==> config.mk <==
export PLATFORM = sky130hd
export DESIGN_NAME = tp84_ioctl_loader
export DESIGN_NICKNAME = d
export VERILOG_FILES = /design/src/rtl/tp84_pkg.sv /design/src/rtl/tp84_region_decode.sv /design/src/rtl/tp84_ioctl_loader.sv
export SDC_FILE = /design/constraint.sdc
export NUM_CORES = 1
export LEC_CHECK = 0
export BUFFER_PORTS_ARGS = -buffer_cell sky130_fd_sc_hd__buf_2
export CAP_MARGIN = 5
export CORE_AREA = 2 2 106 108
export DETAILED_ROUTE_END_ITERATION = 12
export DIE_AREA = 0 0 108 110
export HOLD_SLACK_MARGIN = 0.02
export PLACE_DENSITY_LB_ADDON = 0.1
export SLEW_MARGIN = 20
export SYNTH_ARGS = -nofsm -noshare
export SYNTH_HDL_FRONTEND = slang
export SYNTH_SLANG_ARGS = --single-unit
export TNS_END_PERCENT = 20
==> constraint.sdc <==
create_clock -name clk_49m -period 3.8 [get_ports clk_49m]
set_clock_uncertainty 0.2 [all_clocks]
set_input_delay 0 -clock clk_49m [delete_from_list [all_inputs] [get_ports clk_49m]]
set_output_delay 0 -clock clk_49m [all_outputs]
set_load 0.1 [all_outputs]
==> src/rtl/tp84_pkg.sv <==
// TP84 ioctl loader shared types: ROM region map, region enum and loader FSM states.
package tp84_pkg;

  localparam int TP84_NUM_REGIONS   = 8;
  localparam int TP84_REG_AW        = 16;
  localparam int TP84_SETTLE_CYCLES = 16;
  localparam int TP84_IOCTL_AW      = 25;

  typedef enum logic [2:0] {
    CPU1, CPU2, SND, CHAR, SPR, PROM_RGB, PROM_LUT, SND_PROM
  } region_e;

  // Ascending bases into the index-0 stream; a byte belongs to the last base at or below it.
  localparam logic [TP84_IOCTL_AW-1:0] REGION_BASE [TP84_NUM_REGIONS] = '{
    25'h00000, 25'h08000, 25'h0A000, 25'h0C000,
    25'h0E000, 25'h16000, 25'h16100, 25'h16200
  };
  localparam logic [TP84_IOCTL_AW-1:0] MAP_END = 25'h16300;

  typedef enum logic [2:0] {
    ST_HOLD, ST_IDLE, ST_LOAD, ST_SETTLE, ST_RUN
  } ld_state_e;

endpackage

==> src/rtl/tp84_region_decode.sv <==
// Combinational index-0 address decode: one-hot region hit, region-relative offset, in-map flag.
module tp84_region_decode
  import tp84_pkg::*;
(
  input  logic [TP84_IOCTL_AW-1:0]    addr,
  output logic [TP84_NUM_REGIONS-1:0] hit,
  output logic [TP84_REG_AW-1:0]      offset,
  output logic                        valid
);

  region_e sel;

  always_comb begin
    sel = CPU1;
    for (int k = 0; k < TP84_NUM_REGIONS; k++) begin
      if (addr >= REGION_BASE[k]) sel = region_e'(k[2:0]);
    end
    valid  = (addr < MAP_END);
    hit    = '0;
    if (valid) hit[sel] = 1'b1;
    offset = TP84_REG_AW'(addr - REGION_BASE[sel]);
  end

endmodule

==> src/rtl/tp84_ioctl_loader.sv <==
// Demultiplexes the HPS ioctl stream into registered ROM write strobes, captures DIP/set bytes,
// and sequences core_reset_n around index-0 downloads. Outputs lag ioctl_wr by one cycle.
module tp84_ioctl_loader
  import tp84_pkg::*;
#(
  parameter int NUM_REGIONS   = TP84_NUM_REGIONS,
  parameter int REG_AW        = TP84_REG_AW,
  parameter int SETTLE_CYCLES = TP84_SETTLE_CYCLES,
  parameter int DIP_INDEX     = 254,
  parameter int SET_INDEX     = 1
) (
  input  logic                   clk_49m,
  input  logic                   reset,
  input  logic                   ioctl_download,
  input  logic [7:0]             ioctl_index,
  input  logic                   ioctl_wr,
  input  logic [24:0]            ioctl_addr,
  input  logic [7:0]             ioctl_dout,
  output logic [NUM_REGIONS-1:0] rom_wr,
  output logic [REG_AW-1:0]      rom_addr,
  output logic [7:0]             rom_data,
  output logic [15:0]            dip_sw,
  output logic                   is_set3,
  output logic                   core_reset_n,
  output logic                   loaded,
  output logic [24:0]            byte_count,
  output logic                   map_err
);

  localparam int CW = $clog2(SETTLE_CYCLES) + 1;

  ld_state_e              state_q, state_d;
  logic [CW-1:0]          cnt_q, cnt_d;
  logic                   dl_prev_q, dl_prev_d;
  logic [NUM_REGIONS-1:0] rom_wr_q, rom_wr_d;
  logic [REG_AW-1:0]      rom_addr_q, rom_addr_d;
  logic [7:0]             rom_data_q, rom_data_d;
  logic [15:0]            dip_sw_q, dip_sw_d;
  logic                   is_set3_q, is_set3_d;
  logic                   core_rst_n_q, core_rst_n_d;
  logic                   loaded_q, loaded_d;
  logic [24:0]            byte_count_q, byte_count_d;
  logic                   map_err_q, map_err_d;

  logic [NUM_REGIONS-1:0] dec_hit;
  logic [REG_AW-1:0]      dec_offset;
  logic                   dec_valid;
  logic                   is_rom, dl_rise;

  tp84_region_decode u_decode (
    .addr   (ioctl_addr),
    .hit    (dec_hit),
    .offset (dec_offset),
    .valid  (dec_valid)
  );

  always_comb begin
    state_d      = state_q;
    cnt_d        = cnt_q;
    dl_prev_d    = ioctl_download;
    rom_wr_d     = '0;
    rom_addr_d   = rom_addr_q;
    rom_data_d   = rom_data_q;
    dip_sw_d     = dip_sw_q;
    is_set3_d    = is_set3_q;
    core_rst_n_d = core_rst_n_q;
    loaded_d     = loaded_q;
    byte_count_d = byte_count_q;
    map_err_d    = map_err_q;

    is_rom  = (ioctl_index == 8'd0);
    dl_rise = ioctl_download && !dl_prev_q && is_rom;

    case (state_q)
      ST_HOLD, ST_SETTLE: begin
        if (cnt_q == '0) begin
          state_d      = ST_RUN;
          core_rst_n_d = 1'b1;
          // Leaving the power-on hold is not a completed download.
          if (state_q == ST_SETTLE) loaded_d = 1'b1;
        end else begin
          cnt_d = cnt_q - 1'b1;
        end
      end
      ST_LOAD: begin
        if (!ioctl_download) begin
          state_d = ST_SETTLE;
          cnt_d   = CW'(SETTLE_CYCLES - 1);
        end
      end
      default: ;
    endcase

    if (dl_rise) begin
      state_d      = ST_LOAD;
      core_rst_n_d = 1'b0;
      byte_count_d = '0;
      map_err_d    = 1'b0;
    end

    // Builds on byte_count_d so a write coincident with the rising edge counts as the first byte.
    if (ioctl_wr && is_rom) begin
      if (dec_valid) begin
        rom_wr_d     = dec_hit;
        rom_addr_d   = dec_offset;
        rom_data_d   = ioctl_dout;
        byte_count_d = (&byte_count_d) ? byte_count_d : byte_count_d + 25'd1;
      end else begin
        map_err_d = 1'b1;
      end
    end

    if (ioctl_wr && ioctl_index == 8'(DIP_INDEX)) begin
      if (ioctl_addr == 25'd0) dip_sw_d[7:0]  = ~ioctl_dout;
      if (ioctl_addr == 25'd1) dip_sw_d[15:8] = ~ioctl_dout;
    end

    if (ioctl_wr && ioctl_index == 8'(SET_INDEX) && ioctl_addr == 25'd0) begin
      is_set3_d = ioctl_dout[0];
    end
  end

  // dl_prev resets high so a download already in flight at reset release is not a new edge.
  always_ff @(posedge clk_49m or posedge reset) begin
    if (reset) begin
      state_q      <= ST_HOLD;
      cnt_q        <= CW'(SETTLE_CYCLES - 1);
      dl_prev_q    <= 1'b1;
      rom_wr_q     <= '0;
      rom_addr_q   <= '0;
      rom_data_q   <= '0;
      dip_sw_q     <= 16'hFFFF;
      is_set3_q    <= 1'b0;
      core_rst_n_q <= 1'b0;
      loaded_q     <= 1'b0;
      byte_count_q <= '0;
      map_err_q    <= 1'b0;
    end else begin
      state_q      <= state_d;
      cnt_q        <= cnt_d;
      dl_prev_q    <= dl_prev_d;
      rom_wr_q     <= rom_wr_d;
      rom_addr_q   <= rom_addr_d;
      rom_data_q   <= rom_data_d;
      dip_sw_q     <= dip_sw_d;
      is_set3_q    <= is_set3_d;
      core_rst_n_q <= core_rst_n_d;
      loaded_q     <= loaded_d;
      byte_count_q <= byte_count_d;
      map_err_q    <= map_err_d;
    end
  end

  assign rom_wr       = rom_wr_q;
  assign rom_addr     = rom_addr_q;
  assign rom_data     = rom_data_q;
  assign dip_sw       = dip_sw_q;
  assign is_set3      = is_set3_q;
  assign core_reset_n = core_rst_n_q;
  assign loaded       = loaded_q;
  assign byte_count   = byte_count_q;
  assign map_err      = map_err_q;

endmodule
==> reports/qor.csv <==
stage;metric;value;unit
global_routing;vias in the first global route;3990;
global_routing;antenna violations before repair;0;
yosys;Synth area leader;dfrtp_1;
timing;max-slew violation count;0;
critical_path;crit path launch;ioctl_addr[17];
critical_path;Setup CP Type;in -> reg;
place;area post-placement;5200;sq um
timing;Final setup viols;0;
yosys;register area share after synthesis;0.490;
floorplan;Die Width;108;um
critical_path;startpoint types;input pin;
min_path;Hold Crit Class;in -> reg;
critical_path;flop-to-flop setup slack;770;ps
yosys;top-area cell type share of the netlist area;0.366;
timing;f_max;284;MHz
critical_path;critical path, cell by cell;dlygate4sd3_1 -> buf_2 -> nor4_4 -> dlygate4sd3_1 -> o2111ai_2 -> or2_2 -> buf_4 -> nor3_1 -> dlygate4sd3_1 -> nor2b_1;
routing;Post-route DRC;0;
routing;DR iter-0 viols;206;
layout;post-layout util;0.554;
routing;Avg WL per Cell;15.1;um
floorplan;Core Area;10700;sq um
yosys;Post-synth EDFFs;0;
power;Power Dens Cells;324;nW/um^2
clock_tree;CTS buffer count;9;
yosys;main flop type after synthesis;dfrtp_1;
critical_path;CP Capture Type;register;
routing;final WL;11.7;mm
yosys;top cells by area, synth;dfrtp_1, dfstp_2, nand2_1;
clock_tree;clock latency on the worst-skew pair;360;ps
routing;routed vias/inst;5.16;
global_routing;Overflow after GRT;0;
critical_path;Worst R2R Start;dl_prev_q$_DFF_PP1_;
global_routing;total track usage;0.207;
routing;DRT antenna net count;0;
flow_run;max-cap violations;0;
timing;Final Hold Slack;48.7;ps
place;GPL Wtd Cong;0.807;
layout;# diodes;0;
yosys;Seq cells post-synth;86;
clock_tree;clk buf depth;2;
yosys;Post-synth ARST share;1.00;
timing;Tightest Pin Transition;827;ps
critical_path;top fanout value on the critical path;37;
global_routing;global-route wire length before repair;19.1;mm
yosys;Distinct cells, synth;53;
layout;area grow syn2layout;33.3;%
floorplan;row cnt;38;
place;port bufs;121;
critical_path;buffers plus inverters on the worst setup path;5;
layout;Finished Cell Area;5920;sq um
layout;fraction of layout cells with a size suffix above 1;0.292;
layout;Final #Nets;686;
routing;Vias;4015;
place;dpl hpwl;8.25;mm
timing;min Tclk post-route;3530;ps
critical_path;WP data required;3890;ps
power;P_leak;2.94;nW
critical_path;Worst Path Arrival;3620;ps
layout;final std cells w/o fill;778;
outcome;status;finished clean;
floorplan;die area;11900;sq um
clock_tree;CTS tree;done;
yosys;mapped cell area;4440;sq um
floorplan;Die Span Y;110;um
timing;RSZ-0062 raised after global routing;no;
min_path;Min-Delay Startpoint;ioctl_addr[21];
place;Post-Place Cells;713;
clock_tree;clock-pin transition on the worst setup and hold timing paths;90;ps
critical_path;Top cell by count, worst path;dlygate4sd3_1;
critical_path;slowest CP cell;dlygate4sd3_1;
timing;slew margin rel.;0.443;
clock_tree;CTS H-tree lvls;3;
timing;Hold Vio Cnt, Final;0;
critical_path;CP delay by family, top;buffers and inverters;
layout;Filler cells;1001;
critical_path;CP peak stage delay;660;ps
yosys;Mapped Cells;462;
floorplan;Starting Density;0.415;
power;Peak VDD IR;0.244;mV
yosys;Yosys warnings;0;
yosys;syn nets;515;
timing;final worst-path cycle share;0.928;
clock_tree;Root Driver;clkbuf_8;
global_routing;largest net degree at the start of global routing;59;
clock_tree;Sink Count;86;
floorplan;Top Ports;122;
routing;DRT Pass-1 Iters;4;
timing;post-route setup TNS;0;ps
yosys;Syn Area/Cell;9.62;sq um
-- tightest hold or removal path: stages --
cell,delay [ps]
buf_2,100
nor4_4,50
o2111ai_2,150
a2111oi_1,120
nand2_1,90
xor2_1,60
-- cell usage in the layout (no fill, tap or decap), types with 9 or more instances in the layout --
master         synthesis  layout
a21oi_1               31      31
buf_2                  6     121
buf_4                  0       9
clkbuf_8               0      10
dfrtp_1               65      65
dfstp_2               21      21
dlygate4sd3_1          0      49
inv_1                 29      28
mux2i_1               18      18
nand2_1               82      82
nand3_1               15      15
nand4_1               11      11
nor2_1                20      19
nor3_1                12      12
o21ai_0               13      13
o31ai_1               12      12
or4_1                 13      13
-- metal layers --
layer	routed length, um	GRT usage
met5	0	0
met4	94	0.0696
met2	5470	0.329
met1	5520	0.284
met3	635	0.0447
-- metrics by stage --
step           power, mW  setup WS [ps]
6_report            1.92            274
5_1_grt             2.02           34.4
4_1_cts             1.95            299
3_5_place_dp        1.18            557
3_3_place_gp        1.17            673
2_1_floorplan       1.11            618
-- layout make-up --
| type | count | area (sq um) | area share |
|---|---|---|---|
| Multi-Input combinational cell | 328 | 2070 | 0.349 |
| Clock inverter | 5 | 67.6 | 0.0114 |
| Inverter | 29 | 111 | 0.0188 |
| Tap cell | 140 | 175 | 0.0296 |
| Sequential cell | 86 | 2180 | 0.368 |
| Timing Repair Buffer | 179 | 1160 | 0.196 |
| Clock buffer | 11 | 163 | 0.0275 |
-- what timing repair did --
item	in CTS	in global routing
resized for setup	0	0
hold buffers	49	0
endpoints found under the hold margin	95	0
buffers inserted	0	0
-- sequential cells by signal (all words and copies together), names as in the netlist --
register and count:
is_set3 1, byte_count 25, state_q 3, rom_data 8, dip_sw 16, dl_prev_q 1, map_err 1, core_reset_n 1
rom_wr 8, cnt_q 5, loaded 1, rom_addr 16
-- Yosys cell counts, drive strengths merged, types with 5 or more instances --
library cell / count
nand2: 82
dfrtp: 65
a21oi: 31
inv: 29
dfstp: 21
nor2: 20
mux2i: 18
nand3: 15
o21ai: 13
or4: 13
nor3: 12
o31ai: 12
nand4: 11
clkbuf: 10
nor4: 10
buf: 9
and4: 7
ha: 7
nand2b: 7
and3: 6
a31oi: 5
nor3b: 5
-- kinds of logic after synthesis --
| kind of cell | after synthesis | share of synthesized area |
|---|---|---|
| xor gates and xnor gates | 8 | 0.0158 |
| buffers and inverters | 48 | 0.0456 |
| DFF | 86 | 0.490 |
| and+or+nand+nor | 212 | 0.259 |
| muxes | 20 | 0.0456 |
| AOI/OAI and AO/OA | 80 | 0.119 |
| adders and majority gates | 8 | 0.0242 |
-- final timing paths --
| kind | end | cells past startpoint |
|---|---|---|
| worst min-delay path | byte_count[10]$_DFF_PP0_ | 6 |
| min in group asynchronous | rom_data[1]$_DFFE_PP0P_ | 3 |
| worst min register to register | dip_sw[13]$_DFFE_PP1P_ | 2 |
| worst max-delay path | rom_wr[3]$_DFF_PP0_ | 10 |
| max in group asynchronous | dip_sw[8]$_DFFE_PP1P_ | 4 |
| worst max register to register | byte_count[20]$_DFF_PP0_ | 8 |
-- where the power goes --
part	leakage, nW	total [mW]	internal [mW]	switching (mW)
combinational	1.73	0.207	0.0897	0.118
sequential	1.09	0.983	0.955	0.0272
clock	0.118	0.728	0.374	0.355
total	2.94	1.92	1.42	0.499
Note: power is estimated with default switching activity, not from simulation.
